`src/rtl/pipe_ctrl_pkg.sv`:
```
// -----------------------------------------------------------------------------
// pipe_ctrl_pkg
// Shared types and constants for the pipeline hazard/flush sequencer.
//   state_t            : sequencer state (RUN / STALL)
//   FWD_RF/MEM/WB      : EX operand source encodings for fwd_a / fwd_b
//   REG_ZERO           : hard-wired zero register, never a hazard source
//   WAIT_EX / WAIT_MEM : stall lengths for a producer in EX / MEM when
//                        forwarding is not built in
// -----------------------------------------------------------------------------
package pipe_ctrl_pkg;

   typedef enum logic {
      RUN   = 1'b0,
      STALL = 1'b1
   } state_t;

   localparam logic [1:0] FWD_RF  = 2'b00;
   localparam logic [1:0] FWD_MEM = 2'b01;
   localparam logic [1:0] FWD_WB  = 2'b10;

   localparam int unsigned REG_ZERO = 0;

   localparam int unsigned WAIT_EX  = 2;
   localparam int unsigned WAIT_MEM = 1;

endpackage : pipe_ctrl_pkg

```
`src/rtl/pipe_hazard_ctrl_if.sv`:
```
// -----------------------------------------------------------------------------
// pipe_hazard_ctrl_if
// Bundles the hazard-unit view of the pipeline: ID source registers, the
// destination/write flags of EX/MEM/WB, the EX branch outcome, and the
// control outputs back to the pipeline (PC/IF-ID enables, flush, bubble,
// forwarding selects, event counters).
//   master : pipeline side (drives stage info, receives control)
//   slave  : hazard controller side
// Parameters: REG_AW register-address width, CNT_W counter width.
// -----------------------------------------------------------------------------
interface pipe_hazard_ctrl_if #(
   parameter int REG_AW = 5,
   parameter int CNT_W  = 16
);

   // stage information
   logic [REG_AW-1:0] id_rs;
   logic [REG_AW-1:0] id_rt;
   logic              id_use_rs;
   logic              id_use_rt;
   logic [REG_AW-1:0] ex_rd;
   logic              ex_regwr;
   logic              ex_memrd;
   logic [REG_AW-1:0] mem_rd;
   logic              mem_regwr;
   logic [REG_AW-1:0] wb_rd;
   logic              wb_regwr;
   logic              ex_br_valid;
   logic              ex_br_taken;

   // control back to the pipeline
   logic              pc_we;
   logic              ifid_we;
   logic              ifid_flush;
   logic              idex_bubble;
   logic [1:0]        fwd_a;
   logic [1:0]        fwd_b;
   logic [CNT_W-1:0]  stall_cycles;
   logic [CNT_W-1:0]  flush_events;

   modport master (
      output id_rs, id_rt, id_use_rs, id_use_rt,
             ex_rd, ex_regwr, ex_memrd, mem_rd, mem_regwr, wb_rd, wb_regwr,
             ex_br_valid, ex_br_taken,
      input  pc_we, ifid_we, ifid_flush, idex_bubble, fwd_a, fwd_b,
             stall_cycles, flush_events
   );

   modport slave (
      input  id_rs, id_rt, id_use_rs, id_use_rt,
             ex_rd, ex_regwr, ex_memrd, mem_rd, mem_regwr, wb_rd, wb_regwr,
             ex_br_valid, ex_br_taken,
      output pc_we, ifid_we, ifid_flush, idex_bubble, fwd_a, fwd_b,
             stall_cycles, flush_events
   );

endinterface : pipe_hazard_ctrl_if

```
`src/rtl/fwd_select.sv`:
```
// -----------------------------------------------------------------------------
// fwd_select
// Match/priority logic for one ID-stage source operand.
//   src, use_src          : source register and whether it is actually read
//   ex_rd/ex_regwr        : EX-stage producer
//   mem_rd/mem_regwr      : MEM-stage producer
//   wb_rd/wb_regwr        : WB-stage producer
//   sel                   : operand source (MEM beats WB; FWD_RF if FWD_ON=0)
//   ex_hit, mem_hit       : raw match flags used by the stall logic
// -----------------------------------------------------------------------------
module fwd_select
   import pipe_ctrl_pkg::*;
#(
   parameter int REG_AW = 5,
   parameter bit FWD_ON = 1'b0
) (
   input  logic [REG_AW-1:0] src,
   input  logic              use_src,
   input  logic [REG_AW-1:0] ex_rd,
   input  logic              ex_regwr,
   input  logic [REG_AW-1:0] mem_rd,
   input  logic              mem_regwr,
   input  logic [REG_AW-1:0] wb_rd,
   input  logic              wb_regwr,
   output logic [1:0]        sel,
   output logic              ex_hit,
   output logic              mem_hit
);

   logic live;
   logic wb_hit;

   // $0 is hard-wired, so reading it can never depend on an older write
   assign live    = use_src && (src != REG_AW'(REG_ZERO));
   assign ex_hit  = live && ex_regwr  && (ex_rd  == src);
   assign mem_hit = live && mem_regwr && (mem_rd == src);
   assign wb_hit  = live && wb_regwr  && (wb_rd  == src);

   // NOTE: give every always_comb output a default first so no path holds a value (no latch).
   always_comb begin
      sel = FWD_RF;
      if (FWD_ON) begin
         // the MEM copy is younger than the WB copy of the same register
         if (mem_hit)     sel = FWD_MEM;
         else if (wb_hit) sel = FWD_WB;
      end
   end

endmodule : fwd_select

```
`src/rtl/pipe_hazard_ctrl.sv`:
```
// -----------------------------------------------------------------------------
// pipe_hazard_ctrl
// Hazard/flush sequencer for a 5-stage IF/ID/EX/MEM/WB pipeline.
//   - stalls PC and IF/ID and injects ID/EX bubbles on RAW / load-use hazards
//   - flushes the wrong-path fetch when EX resolves a taken branch
//   - selects EX operand forwarding sources
//   - keeps saturating stall / flush event counters
// Ports:
//   clk    : pipeline clock
//   rst_n  : asynchronous active-low reset
//   bus    : pipe_hazard_ctrl_if.slave (stage info in, control out)
// Build option (macro FWD_EN):
//   defined   : forwarding on; only a load in EX hazards (single bubble)
//   undefined : forwarding off (fwd tied 00); EX producer stalls 2 cycles,
//               MEM producer 1 cycle; WB needs none (write-before-read RF)
// Control outputs are Mealy (state + current inputs); state and counters
// change on posedge clk.
// -----------------------------------------------------------------------------
module pipe_hazard_ctrl
   import pipe_ctrl_pkg::*;
#(
   parameter int REG_AW = 5,
   parameter int CNT_W  = 16
) (
   input  logic                clk,
   input  logic                rst_n,
   pipe_hazard_ctrl_if.slave   bus
);

`ifdef FWD_EN
   localparam bit FWD_ON = 1'b1;
`else
   localparam bit FWD_ON = 1'b0;
`endif

   state_t           state;
   logic [1:0]       wait_cnt;
   logic [CNT_W-1:0] stall_cnt;
   logic [CNT_W-1:0] flush_cnt;

   logic [1:0] sel_a, sel_b;
   logic       a_ex, a_mem, b_ex, b_mem;
   logic       taken;
   logic       hazard;
   logic       go_stall;
   logic       stall_now;

   fwd_select #(.REG_AW(REG_AW), .FWD_ON(FWD_ON)) u_fwd_a (
      .src       (bus.id_rs),
      .use_src   (bus.id_use_rs),
      .ex_rd     (bus.ex_rd),
      .ex_regwr  (bus.ex_regwr),
      .mem_rd    (bus.mem_rd),
      .mem_regwr (bus.mem_regwr),
      .wb_rd     (bus.wb_rd),
      .wb_regwr  (bus.wb_regwr),
      .sel       (sel_a),
      .ex_hit    (a_ex),
      .mem_hit   (a_mem)
   );

   fwd_select #(.REG_AW(REG_AW), .FWD_ON(FWD_ON)) u_fwd_b (
      .src       (bus.id_rt),
      .use_src   (bus.id_use_rt),
      .ex_rd     (bus.ex_rd),
      .ex_regwr  (bus.ex_regwr),
      .mem_rd    (bus.mem_rd),
      .mem_regwr (bus.mem_regwr),
      .wb_rd     (bus.wb_rd),
      .wb_regwr  (bus.wb_regwr),
      .sel       (sel_b),
      .ex_hit    (b_ex),
      .mem_hit   (b_mem)
   );

   assign taken = bus.ex_br_valid && bus.ex_br_taken;

`ifdef FWD_EN
   // only a load result is still unavailable to forwarding: one bubble
   assign hazard   = bus.ex_memrd && (a_ex || b_ex);
   assign go_stall = 1'b0;
`else
   // EX producer needs two cycles (enter STALL), MEM producer needs one
   assign hazard   = a_ex || b_ex || a_mem || b_mem;
   assign go_stall = a_ex || b_ex;
`endif

   // a taken branch kills the ID instruction, so its hazards are irrelevant
   assign stall_now = !taken && ((state == STALL) || hazard);

   // reset is folded in combinationally so the pipeline sees a quiet,
   // flushing controller in the very cycle rst_n drops
   always_comb begin
      bus.pc_we       = 1'b1;
      bus.ifid_we     = 1'b1;
      bus.ifid_flush  = 1'b0;
      bus.idex_bubble = 1'b0;
      bus.fwd_a       = sel_a;
      bus.fwd_b       = sel_b;
      if (!rst_n) begin
         bus.pc_we       = 1'b0;
         bus.ifid_we     = 1'b0;
         bus.ifid_flush  = 1'b1;
         bus.idex_bubble = 1'b1;
         bus.fwd_a       = FWD_RF;
         bus.fwd_b       = FWD_RF;
      end else if (taken) begin
         bus.ifid_flush  = 1'b1;
         bus.idex_bubble = 1'b1;
      end else if (stall_now) begin
         bus.pc_we       = 1'b0;
         bus.ifid_we     = 1'b0;
         bus.idex_bubble = 1'b1;
      end
   end

   assign bus.stall_cycles = stall_cnt;
   assign bus.flush_events = flush_cnt;

   // NOTE: sequential state uses non-blocking assignments so every register samples pre-edge values.
   always_ff @(posedge clk or negedge rst_n) begin
      if (!rst_n) begin
         state     <= RUN;
         wait_cnt  <= '0;
         stall_cnt <= '0;
         flush_cnt <= '0;
      end else if (taken) begin
         // also abandons any stall in progress
         state    <= RUN;
         wait_cnt <= '0;
         if (flush_cnt != '1) flush_cnt <= flush_cnt + 1'b1;
      end else if (state == STALL) begin
         if (stall_cnt != '1) stall_cnt <= stall_cnt + 1'b1;
         wait_cnt <= wait_cnt - 1'b1;
         if (wait_cnt == 2'd1) state <= RUN;
      end else if (hazard) begin
         if (stall_cnt != '1) stall_cnt <= stall_cnt + 1'b1;
         if (go_stall) begin
            wait_cnt <= 2'(WAIT_EX - 1);
            state    <= STALL;
         end
      end
   end

endmodule : pipe_hazard_ctrl

```
`src/flat_wrapper.sv`:
```
// flat-port wrapper written by rule: the top's interface ports become plain ports
module pipe_hazard_ctrl_flat import pipe_ctrl_pkg::*;
#(
   parameter int REG_AW = 5,
   parameter int CNT_W  = 16
)
  (clk, rst_n, bus_id_rs, bus_id_rt, bus_id_use_rs, bus_id_use_rt, bus_ex_rd, bus_ex_regwr, bus_ex_memrd, bus_mem_rd, bus_mem_regwr, bus_wb_rd, bus_wb_regwr, bus_ex_br_valid, bus_ex_br_taken, bus_pc_we, bus_ifid_we, bus_ifid_flush, bus_idex_bubble, bus_fwd_a, bus_fwd_b, bus_stall_cycles, bus_flush_events);
  pipe_hazard_ctrl_if #(.REG_AW(REG_AW), .CNT_W(CNT_W)) bus_i ();
  input  logic clk;
  input  logic rst_n;
  input wire logic [$bits(bus_i.id_rs)-1:0] bus_id_rs;
  input wire logic [$bits(bus_i.id_rt)-1:0] bus_id_rt;
  input wire logic [$bits(bus_i.id_use_rs)-1:0] bus_id_use_rs;
  input wire logic [$bits(bus_i.id_use_rt)-1:0] bus_id_use_rt;
  input wire logic [$bits(bus_i.ex_rd)-1:0] bus_ex_rd;
  input wire logic [$bits(bus_i.ex_regwr)-1:0] bus_ex_regwr;
  input wire logic [$bits(bus_i.ex_memrd)-1:0] bus_ex_memrd;
  input wire logic [$bits(bus_i.mem_rd)-1:0] bus_mem_rd;
  input wire logic [$bits(bus_i.mem_regwr)-1:0] bus_mem_regwr;
  input wire logic [$bits(bus_i.wb_rd)-1:0] bus_wb_rd;
  input wire logic [$bits(bus_i.wb_regwr)-1:0] bus_wb_regwr;
  input wire logic [$bits(bus_i.ex_br_valid)-1:0] bus_ex_br_valid;
  input wire logic [$bits(bus_i.ex_br_taken)-1:0] bus_ex_br_taken;
  output wire logic [$bits(bus_i.pc_we)-1:0] bus_pc_we;
  output wire logic [$bits(bus_i.ifid_we)-1:0] bus_ifid_we;
  output wire logic [$bits(bus_i.ifid_flush)-1:0] bus_ifid_flush;
  output wire logic [$bits(bus_i.idex_bubble)-1:0] bus_idex_bubble;
  output wire logic [$bits(bus_i.fwd_a)-1:0] bus_fwd_a;
  output wire logic [$bits(bus_i.fwd_b)-1:0] bus_fwd_b;
  output wire logic [$bits(bus_i.stall_cycles)-1:0] bus_stall_cycles;
  output wire logic [$bits(bus_i.flush_events)-1:0] bus_flush_events;
  assign bus_i.id_rs = bus_id_rs;
  assign bus_i.id_rt = bus_id_rt;
  assign bus_i.id_use_rs = bus_id_use_rs;
  assign bus_i.id_use_rt = bus_id_use_rt;
  assign bus_i.ex_rd = bus_ex_rd;
  assign bus_i.ex_regwr = bus_ex_regwr;
  assign bus_i.ex_memrd = bus_ex_memrd;
  assign bus_i.mem_rd = bus_mem_rd;
  assign bus_i.mem_regwr = bus_mem_regwr;
  assign bus_i.wb_rd = bus_wb_rd;
  assign bus_i.wb_regwr = bus_wb_regwr;
  assign bus_i.ex_br_valid = bus_ex_br_valid;
  assign bus_i.ex_br_taken = bus_ex_br_taken;
  assign bus_pc_we = bus_i.pc_we;
  assign bus_ifid_we = bus_i.ifid_we;
  assign bus_ifid_flush = bus_i.ifid_flush;
  assign bus_idex_bubble = bus_i.idex_bubble;
  assign bus_fwd_a = bus_i.fwd_a;
  assign bus_fwd_b = bus_i.fwd_b;
  assign bus_stall_cycles = bus_i.stall_cycles;
  assign bus_flush_events = bus_i.flush_events;
  pipe_hazard_ctrl #(.REG_AW(REG_AW), .CNT_W(CNT_W)) u_core (.clk(clk), .rst_n(rst_n), .bus(bus_i));
endmodule
```
`config.mk`:
```
export PLATFORM = sky130hd
export DESIGN_NAME = pipe_hazard_ctrl_flat
export DESIGN_NICKNAME = d
export VERILOG_FILES = /design/src/rtl/pipe_ctrl_pkg.sv /design/src/rtl/pipe_hazard_ctrl_if.sv /design/src/rtl/fwd_select.sv /design/src/rtl/pipe_hazard_ctrl.sv /design/src/flat_wrapper.sv
export SDC_FILE = /design/constraint.sdc
export NUM_CORES = 1
export LEC_CHECK = 0
export CAP_MARGIN = 20
export CORE_ASPECT_RATIO = 1.75
export CORE_UTILIZATION = 45
export CTS_CLUSTER_SIZE = 30
export DETAILED_ROUTE_END_ITERATION = 6
export PLACE_DENSITY = 0.86
export SKIP_LAST_GASP = 1
export SYNTH_ARGS = -nofsm -noshare
export SYNTH_HDL_FRONTEND = slang
export SYNTH_HIERARCHICAL = 1
export SYNTH_SLANG_ARGS = --single-unit
```
`constraint.sdc`:
```
create_clock -name clk -period 4.3 [get_ports clk]
set_clock_uncertainty 0.15 [all_clocks]
set_input_delay 0.86 -clock clk [delete_from_list [all_inputs] [get_ports clk]]
set_output_delay 0.86 -clock clk [all_outputs]
set_load 0.01 [all_outputs]
```
# Word-level counts from Yosys, hierarchy flattened
# Index checks and enable logic that the tools add are counted.
[totals] ff_bits=35 input_bits=35 word_cells=60
[classes] n_addsub=3 n_eq_ne=7 mux=20 bitwise=1 n_reduce_logical=25
[op_table] op="$mux W16" count=3
[op_table] op="$add A16 B1 Y16 const B" count=2
[op_table] op="$ne A16 B16 Y1 const B" count=2
[op_table] op="$eq A5 B5 Y1" count=4
[op_table] op="$mux W1" count=13
[op_table] op="$logic_and A1 B1 Y1" count=12
[op_table] op="$reduce_bool A5 Y1" count=2
[op_table] op="$mux W2" count=4
[op_table] op="$reduce_and A2 Y1" count=3
[op_table] op="$reduce_bool A3 Y1" count=2
[op_table] op="$logic_or A1 B1 Y1" count=4
[op_table] op="$eq A2 B1 Y1 const B" count=1
[op_table] op="$reduce_bool A2 Y1" count=1
[op_table] op="$sub A2 B1 Y2 const B" count=1
[op_table] op="$logic_not A1 Y1" count=1
[op_table] op="$not A1 Y1" count=1

# Logic depth before layout (Yosys ltp)
[logic_depth] depth_word=12 depth_mapped=7

# Hierarchy
# The synthesis kept the hierarchy.
[by_module_without_submodules] mod="pipe_hazard_ctrl" instances=1 cells_per_inst=168 area_per_inst_um2=1788.0 seq_area_each_um2=875.8
[by_module_without_submodules] mod="fwd_select" instances=2 cells_per_inst=21 area_per_inst_um2=152.6 seq_area_each_um2=0.0

# Worst setup path after synthesis
# OpenSTA, ideal clock, no wires.
[synth_path] kind="input-to-output" start="in bus_id_rt[1]" end="out bus_pc_we" arrival_ps=2727 required_time_ps=3290 slack_ps=563 path_stages=7 n_path_buf=1 path_cell_list="or4_1 > o21ai_2 > nor3_1 > or4_4 > o21ai_4 > and2_1 > buf_4"
[synth_via] elab_chain_cells=12 elab_cells_between_ends=16
[synth_rtl] element="start, declared" line="flat_wrapper.sv:12" source="input wire logic [$bits(bus_i.id_rt)-1:0] bus_id_rt;"
[synth_rtl] element="$reduce_bool A5 Y1" line="fwd_select.sv:34" source="assign live = use_src && (src != REG_AW'(REG_ZERO));"
[synth_rtl] element="$logic_and A1 B1 Y1" line="fwd_select.sv:34"
[synth_rtl] element="$logic_and A1 B1 Y1" line="fwd_select.sv:35" source="assign ex_hit = live && ex_regwr && (ex_rd == src);"
[synth_rtl] element="$logic_and A1 B1 Y1 *" line="fwd_select.sv:35"
[synth_rtl] element="net u_core.b_ex" line="pipe_hazard_ctrl.sv:42" source="logic a_ex, a_mem, b_ex, b_mem;"
[synth_rtl] element="$logic_or A1 B1 Y1 * (3 in series)" line="pipe_hazard_ctrl.sv:84" source="assign hazard = a_ex || b_ex || a_mem || b_mem;"
[synth_rtl] element="$logic_or A1 B1 Y1 *" line="pipe_hazard_ctrl.sv:89" source="assign stall_now = !taken && ((state == STALL) || hazard);"
[synth_rtl] element="$logic_and A1 B1 Y1 *" line="pipe_hazard_ctrl.sv:89"
[synth_rtl] element="$mux W1 * (3 in series)"
[synth_rtl] element="end, declared" line="flat_wrapper.sv:24" source="output wire logic [$bits(bus_i.pc_we)-1:0] bus_pc_we;"
# The timed path passes the listed nets; every way through them passes the cells marked *.

# Worst setup path in the final report
[layout_path] start="in bus_id_rt[4]" end="out bus_ifid_we"
[layout_via] elab_chain_cells=12 elab_cells_between_ends=16
[layout_rtl] element="$reduce_bool A5 Y1" line="fwd_select.sv:34"
[layout_rtl] element="$logic_and A1 B1 Y1" line="fwd_select.sv:34"
[layout_rtl] element="$logic_and A1 B1 Y1" line="fwd_select.sv:35"
[layout_rtl] element="$logic_and A1 B1 Y1 *" line="fwd_select.sv:35"
[layout_rtl] element="net u_core.b_ex" line="pipe_hazard_ctrl.sv:42"
[layout_rtl] element="$logic_or A1 B1 Y1 * (3 in series)" line="pipe_hazard_ctrl.sv:84"
[layout_rtl] element="$logic_or A1 B1 Y1 *" line="pipe_hazard_ctrl.sv:89"
[layout_rtl] element="$logic_and A1 B1 Y1 *" line="pipe_hazard_ctrl.sv:89"
[layout_rtl] element="$mux W1 *" line="pipe_hazard_ctrl.sv:110" source="end else if (stall_now) begin"
[layout_rtl] element="$mux W1 *" line="pipe_hazard_ctrl.sv:107" source="end else if (taken) begin"
[layout_rtl] element="$mux W1 *" line="pipe_hazard_ctrl.sv:100" source="if (!rst_n) begin"
[layout_rtl] element="end, declared" line="flat_wrapper.sv:25" source="output wire logic [$bits(bus_i.ifid_we)-1:0] bus_ifid_we;"
# Marks and branches as above.

==> summary.md <==
| Metric | Value |
|---|---|
| Post-synthesis async set-or-reset flop share | `1.00` |
| Sequential element share of the synthesized area | `0.418` |
| Storage element area | `876 µm²` |
| Clock transition at path regs | `~0.070 ns` |
| Chip height | `92.2 µm` |
| Cells after Synth | `210` |
| Avg Synthesized Cell Area | `9.97 µm²` |
| Number of DRC markers after the initial detailed-route iteration | `28` |
| Final Wtd Congestion | `around 0.84` |
| Delay contributed by the slowest stage of the critical path | `0.55 ns` |
| Root Driver | `sky130_fd_sc_hd__clkbuf_8` |
| Largest driver fanout on the critical path | `3` |
| Total CTS buffers | `5` |
| Clock sink total | `35` |
| Antenna violations before repair | `0` |
| Synthesized area | `approximately 2100 µm²` |
| Final max-slew violation count | `0` |
| PwrDens | `358 nW/µm²` |
| Number of antenna repair diodes | `0` |
| Synthesis warning total | `6` |
| Filler cell count in the final layout | `around 350` |
| Peak supply drop | `around 0.22 mV` |
| Crit end category | `output pin` |
| Depth of the critical timing path with buffers and inverters included | `8` |
| Wire length of the first global-routing pass | `7820 µm` |
| Worst Reg2Reg Path Length in Cells | `6` |
| Maximum number of pins on one net before global-route repair | `23` |
| MaxCap Viol Count | `0` |
| Area of the placeable core | `4440 µm²` |
| Headroom to the max-slew limit | `0.430` |
| Count of cell types in the netlist | `31` |
| Grt total ovfl | `0` |
| Cell class contributing the biggest share of worst-path delay | `simple AND/OR/NAND/NOR gates` |
| Worst Setup Start Kind | `primary input` |
| CTS tree | `done` |
| Type of the worst min-delay path | `primary input to async pin` |
| DRC viols | `0` |
| Full die area | `4940 µm²` |
| Clock latency on the worst-skew pair | `0.29 ns` |
| # H-tree levels | `2` |
| Utilization after layout | `0.669` |
| Combined area of the multi-input logic cells | `approximately 1200 µm²` |
| GRT Total Usage | `0.215` |
| Total vias in the final route | `~1900` |
| Total power | `1.06 mW` |
| Category of the most critical setup path | `primary input to output pin` |
| RSZ-0062 raised after global routing | `yes` |
| Number of antenna-violating nets in the routed design | `0` |
| Measured slew at the worst slew-check pin | `0.847 ns` |
| Detail-routed net length per standard cell | `between 10 and 15 µm` |
| First drt pass iteration count | `4` |
| Starting density of the core | `0.471` |
| Estimated wirelength of the detail-placed design | `3780 µm` |
| Worst Path Required | `approximately 3.3 ns` |
| Post-detailed-routing wire length | `about 4700 µm` |
| Leakage | `1.28 nW` |
| Maximum frequency from static timing analysis | `0.238 GHz` |
| Fraction of post-synthesis cell area in the top cell type by area | `0.418` |
| Final period util | `0.979` |
| Cell type contributing the most total cell area after synthesis | `sky130_fd_sc_hd__dfrtp_1` |
| Worst Path Buf+Inv | `2` |
| Worst hold margin | `about 0.36 ns` |
| Maximum buffer depth of the clock tree | `2` |
| Arrival @ worst endpoint | `3.20 ns` |
| Post-layout min period | `~4.2 ns` |
| Ratio of cells with drive above 1 in the final layout | `0.137` |
| Number of vias per cell | `5.43` |
| Count of final setup violators | `0` |
| Critical path cell sequence | `clkdlybuf4s50_1, or4_1, o21ai_2, nor3_1, or4_4, o21ai_4, and2_1, clkdlybuf4s15_1` |
| Leading cell type by number of instances after synthesis | `sky130_fd_sc_hd__dfrtp_1` |
| Synthesized flop and latch total | `35` |
| Relative area change from synthesis to final layout | `42.1%` |
| Synth top area cells | `sky130_fd_sc_hd__dfrtp_1, sky130_fd_sc_hd__xnor2_1, sky130_fd_sc_hd__xor2_1, sky130_fd_sc_hd__nand4_1, sky130_fd_sc_hd__nor3_1` |
| Run status | `complete, no violations` |
| Die width | `roughly 54 µm` |
| Top-Level Pins | `75` |
| Ys flop type | `sky130_fd_sc_hd__dfrtp_1` |
| Number of input and output port buffers inserted | `63` |
| Number of hold violations in the final report | `0` |
| Commonest cells in the netlist | `sky130_fd_sc_hd__dfrtp_1, sky130_fd_sc_hd__xnor2_1, sky130_fd_sc_hd__xor2_1, sky130_fd_sc_hd__nand2_1, sky130_fd_sc_hd__nor3_1` |
| Count of nets after finishing | `329` |
| Cts hold-fix bufs | `0` |
| Row cnt | `32` |
| EDFF count, synth | `0` |
| Cell with the largest stage delay on the worst path | `sky130_fd_sc_hd__or4_4` |
| Vias in the first global route | `1833` |
path summary, 6_finish.rpt:
check / start / to / slack [ns]
max in group asynchronous: rst_n / u_core/bus.flush_events[2] / 3.04
hold reg to reg: u_core/bus.flush_events[15] / u_core/bus.flush_events[15] / 0.36
setup reg to reg: u_core/bus.stall_cycles[0] / u_core/bus.stall_cycles[1] / 1.92
hold / removal: rst_n / u_core/bus.stall_cycles[7] / 0.36
min in group clk: u_core/bus.flush_events[15] / u_core/bus.flush_events[15] / 0.36
setup / recovery: bus_id_rt[4] / bus_ifid_we / 0.09
worst reg2reg max path, stage by stage (launching register included):
cell	delay, ns
sky130_fd_sc_hd__dfrtp_1	0.41
sky130_fd_sc_hd__ha_1	0.24
sky130_fd_sc_hd__nand3_1	0.10
sky130_fd_sc_hd__nor4_1	0.74
sky130_fd_sc_hd__buf_4	0.27
sky130_fd_sc_hd__nor2_1	0.07
sky130_fd_sc_hd__mux2_2	0.27
flip-flops by register name, summed over array words and instances (netlist names):
| register | count |
|---|---|
| u_core/state | 1 |
| u_core/bus.stall_cycles | 16 |
| u_core/wait_cnt | 2 |
| u_core/bus.flush_events | 16 |
area by class of cell:
type / count / share of cell area
clock inverters: 2 / 0.0118
multi-input cells: 170 / 0.397
flip-flops and latches: 35 / 0.294
inverters: 1 / 0.00126
clock buffers: 6 / 0.0278
well taps: 51 / 0.0215
repair buffers: 78 / 0.247
power by group:
part,switching (mW),total [mW],internal (mW)
registers,0.0718,0.453,0.381
clock network,0.119,0.306,0.188
logic,0.125,0.305,0.180
total,0.316,1.06,0.748
through the flow:
stage	setup WS, ns	cells	setup TNS [ns]	instance area (µm²)
global placement	-0.156	335	-0.447	2860
CTS	0.0219	343	0	2980
detailed placement	-0.192	335	-0.570	2860
floorplan	0.563	212	0	2100
finish	0.0913	343	0	2970
global route	-0.0334	343	-0.0551	2970
timing repair:
item | 4_1_cts | 5_1_grt
resized for setup | 3 | 4
buffers inserted | 0 | 0
endpoints found under the setup margin | 3 | 3
pin swaps | 0 | 1
logic make-up (layout without fill, tap and decap cells):
| kind of cell | Yosys count | count (layout) | synth area share |
|---|---|---|---|
| other | 2 | 4 | 0.00359 |
| AND/OR/NAND/NOR | 104 | 104 | 0.283 |
| XOR/XNOR | 47 | 47 | 0.197 |
| flip-flops | 35 | 35 | 0.418 |
| AO/OA/AOI/OAI | 7 | 7 | 0.0317 |
| adder cells (fa/ha/maj) | 3 | 3 | 0.0179 |
| multiplexers | 5 | 5 | 0.0269 |
| buffers and inverters | 7 | 87 | 0.0215 |
cell usage in the layout (no fill, tap or decap):
| cell | instances |
|---|---|
| sky130_fd_sc_hd__nor2_1 | 8 |
| sky130_fd_sc_hd__xor2_1 | 23 |
| sky130_fd_sc_hd__a211oi_1 | 2 |
| sky130_fd_sc_hd__ha_1 | 3 |
| sky130_fd_sc_hd__dfrtp_1 | 35 |
| sky130_fd_sc_hd__buf_2 | 1 |
| sky130_fd_sc_hd__nand2_1 | 20 |
| sky130_fd_sc_hd__bufinv_16 | 1 |
| sky130_fd_sc_hd__clkdlybuf4s15_1 | 2 |
| sky130_fd_sc_hd__and3_1 | 2 |
| sky130_fd_sc_hd__o211ai_2 | 1 |
| sky130_fd_sc_hd__nor4_1 | 8 |
| sky130_fd_sc_hd__nand2b_1 | 1 |
| sky130_fd_sc_hd__or3_1 | 1 |
| sky130_fd_sc_hd__clkbuf_2 | 1 |
| sky130_fd_sc_hd__nor4_4 | 1 |
| sky130_fd_sc_hd__buf_4 | 15 |
| sky130_fd_sc_hd__nand4_1 | 15 |
| sky130_fd_sc_hd__mux2_2 | 5 |
| sky130_fd_sc_hd__clkdlybuf4s50_1 | 59 |
| sky130_fd_sc_hd__nor3b_1 | 3 |
| sky130_fd_sc_hd__inv_1 | 1 |
| sky130_fd_sc_hd__clkinv_2 | 1 |
| sky130_fd_sc_hd__nor4b_1 | 1 |
| sky130_fd_sc_hd__and4_1 | 4 |
| sky130_fd_sc_hd__xnor2_1 | 24 |
| sky130_fd_sc_hd__a21oi_1 | 1 |
| sky130_fd_sc_hd__or4_1 | 2 |
| sky130_fd_sc_hd__or2_2 | 3 |
| sky130_fd_sc_hd__conb_1 | 4 |
| sky130_fd_sc_hd__nor3_1 | 17 |
| sky130_fd_sc_hd__o21ai_2 | 2 |
| sky130_fd_sc_hd__and2_1 | 8 |
| sky130_fd_sc_hd__nand3_1 | 8 |
| sky130_fd_sc_hd__clkbuf_8 | 6 |
| sky130_fd_sc_hd__o21ai_4 | 1 |
| sky130_fd_sc_hd__or4_4 | 2 |
layer usage:
metal | part of all wire | vias to the layer above | GRT usage | wire length (µm)
met1 | 0.34 | 885 | 0.220 | 1610
li1 | - | 905 | - | -
met2 | 0.58 | 61 | 0.392 | 2740
met5 | 0 | - | 0 | 0
met4 | 0.030 | 0 | 0.101 | 141
met3 | 0.045 | 11 | 0.0415 | 211
Note: power is estimated with default switching activity, not from simulation.
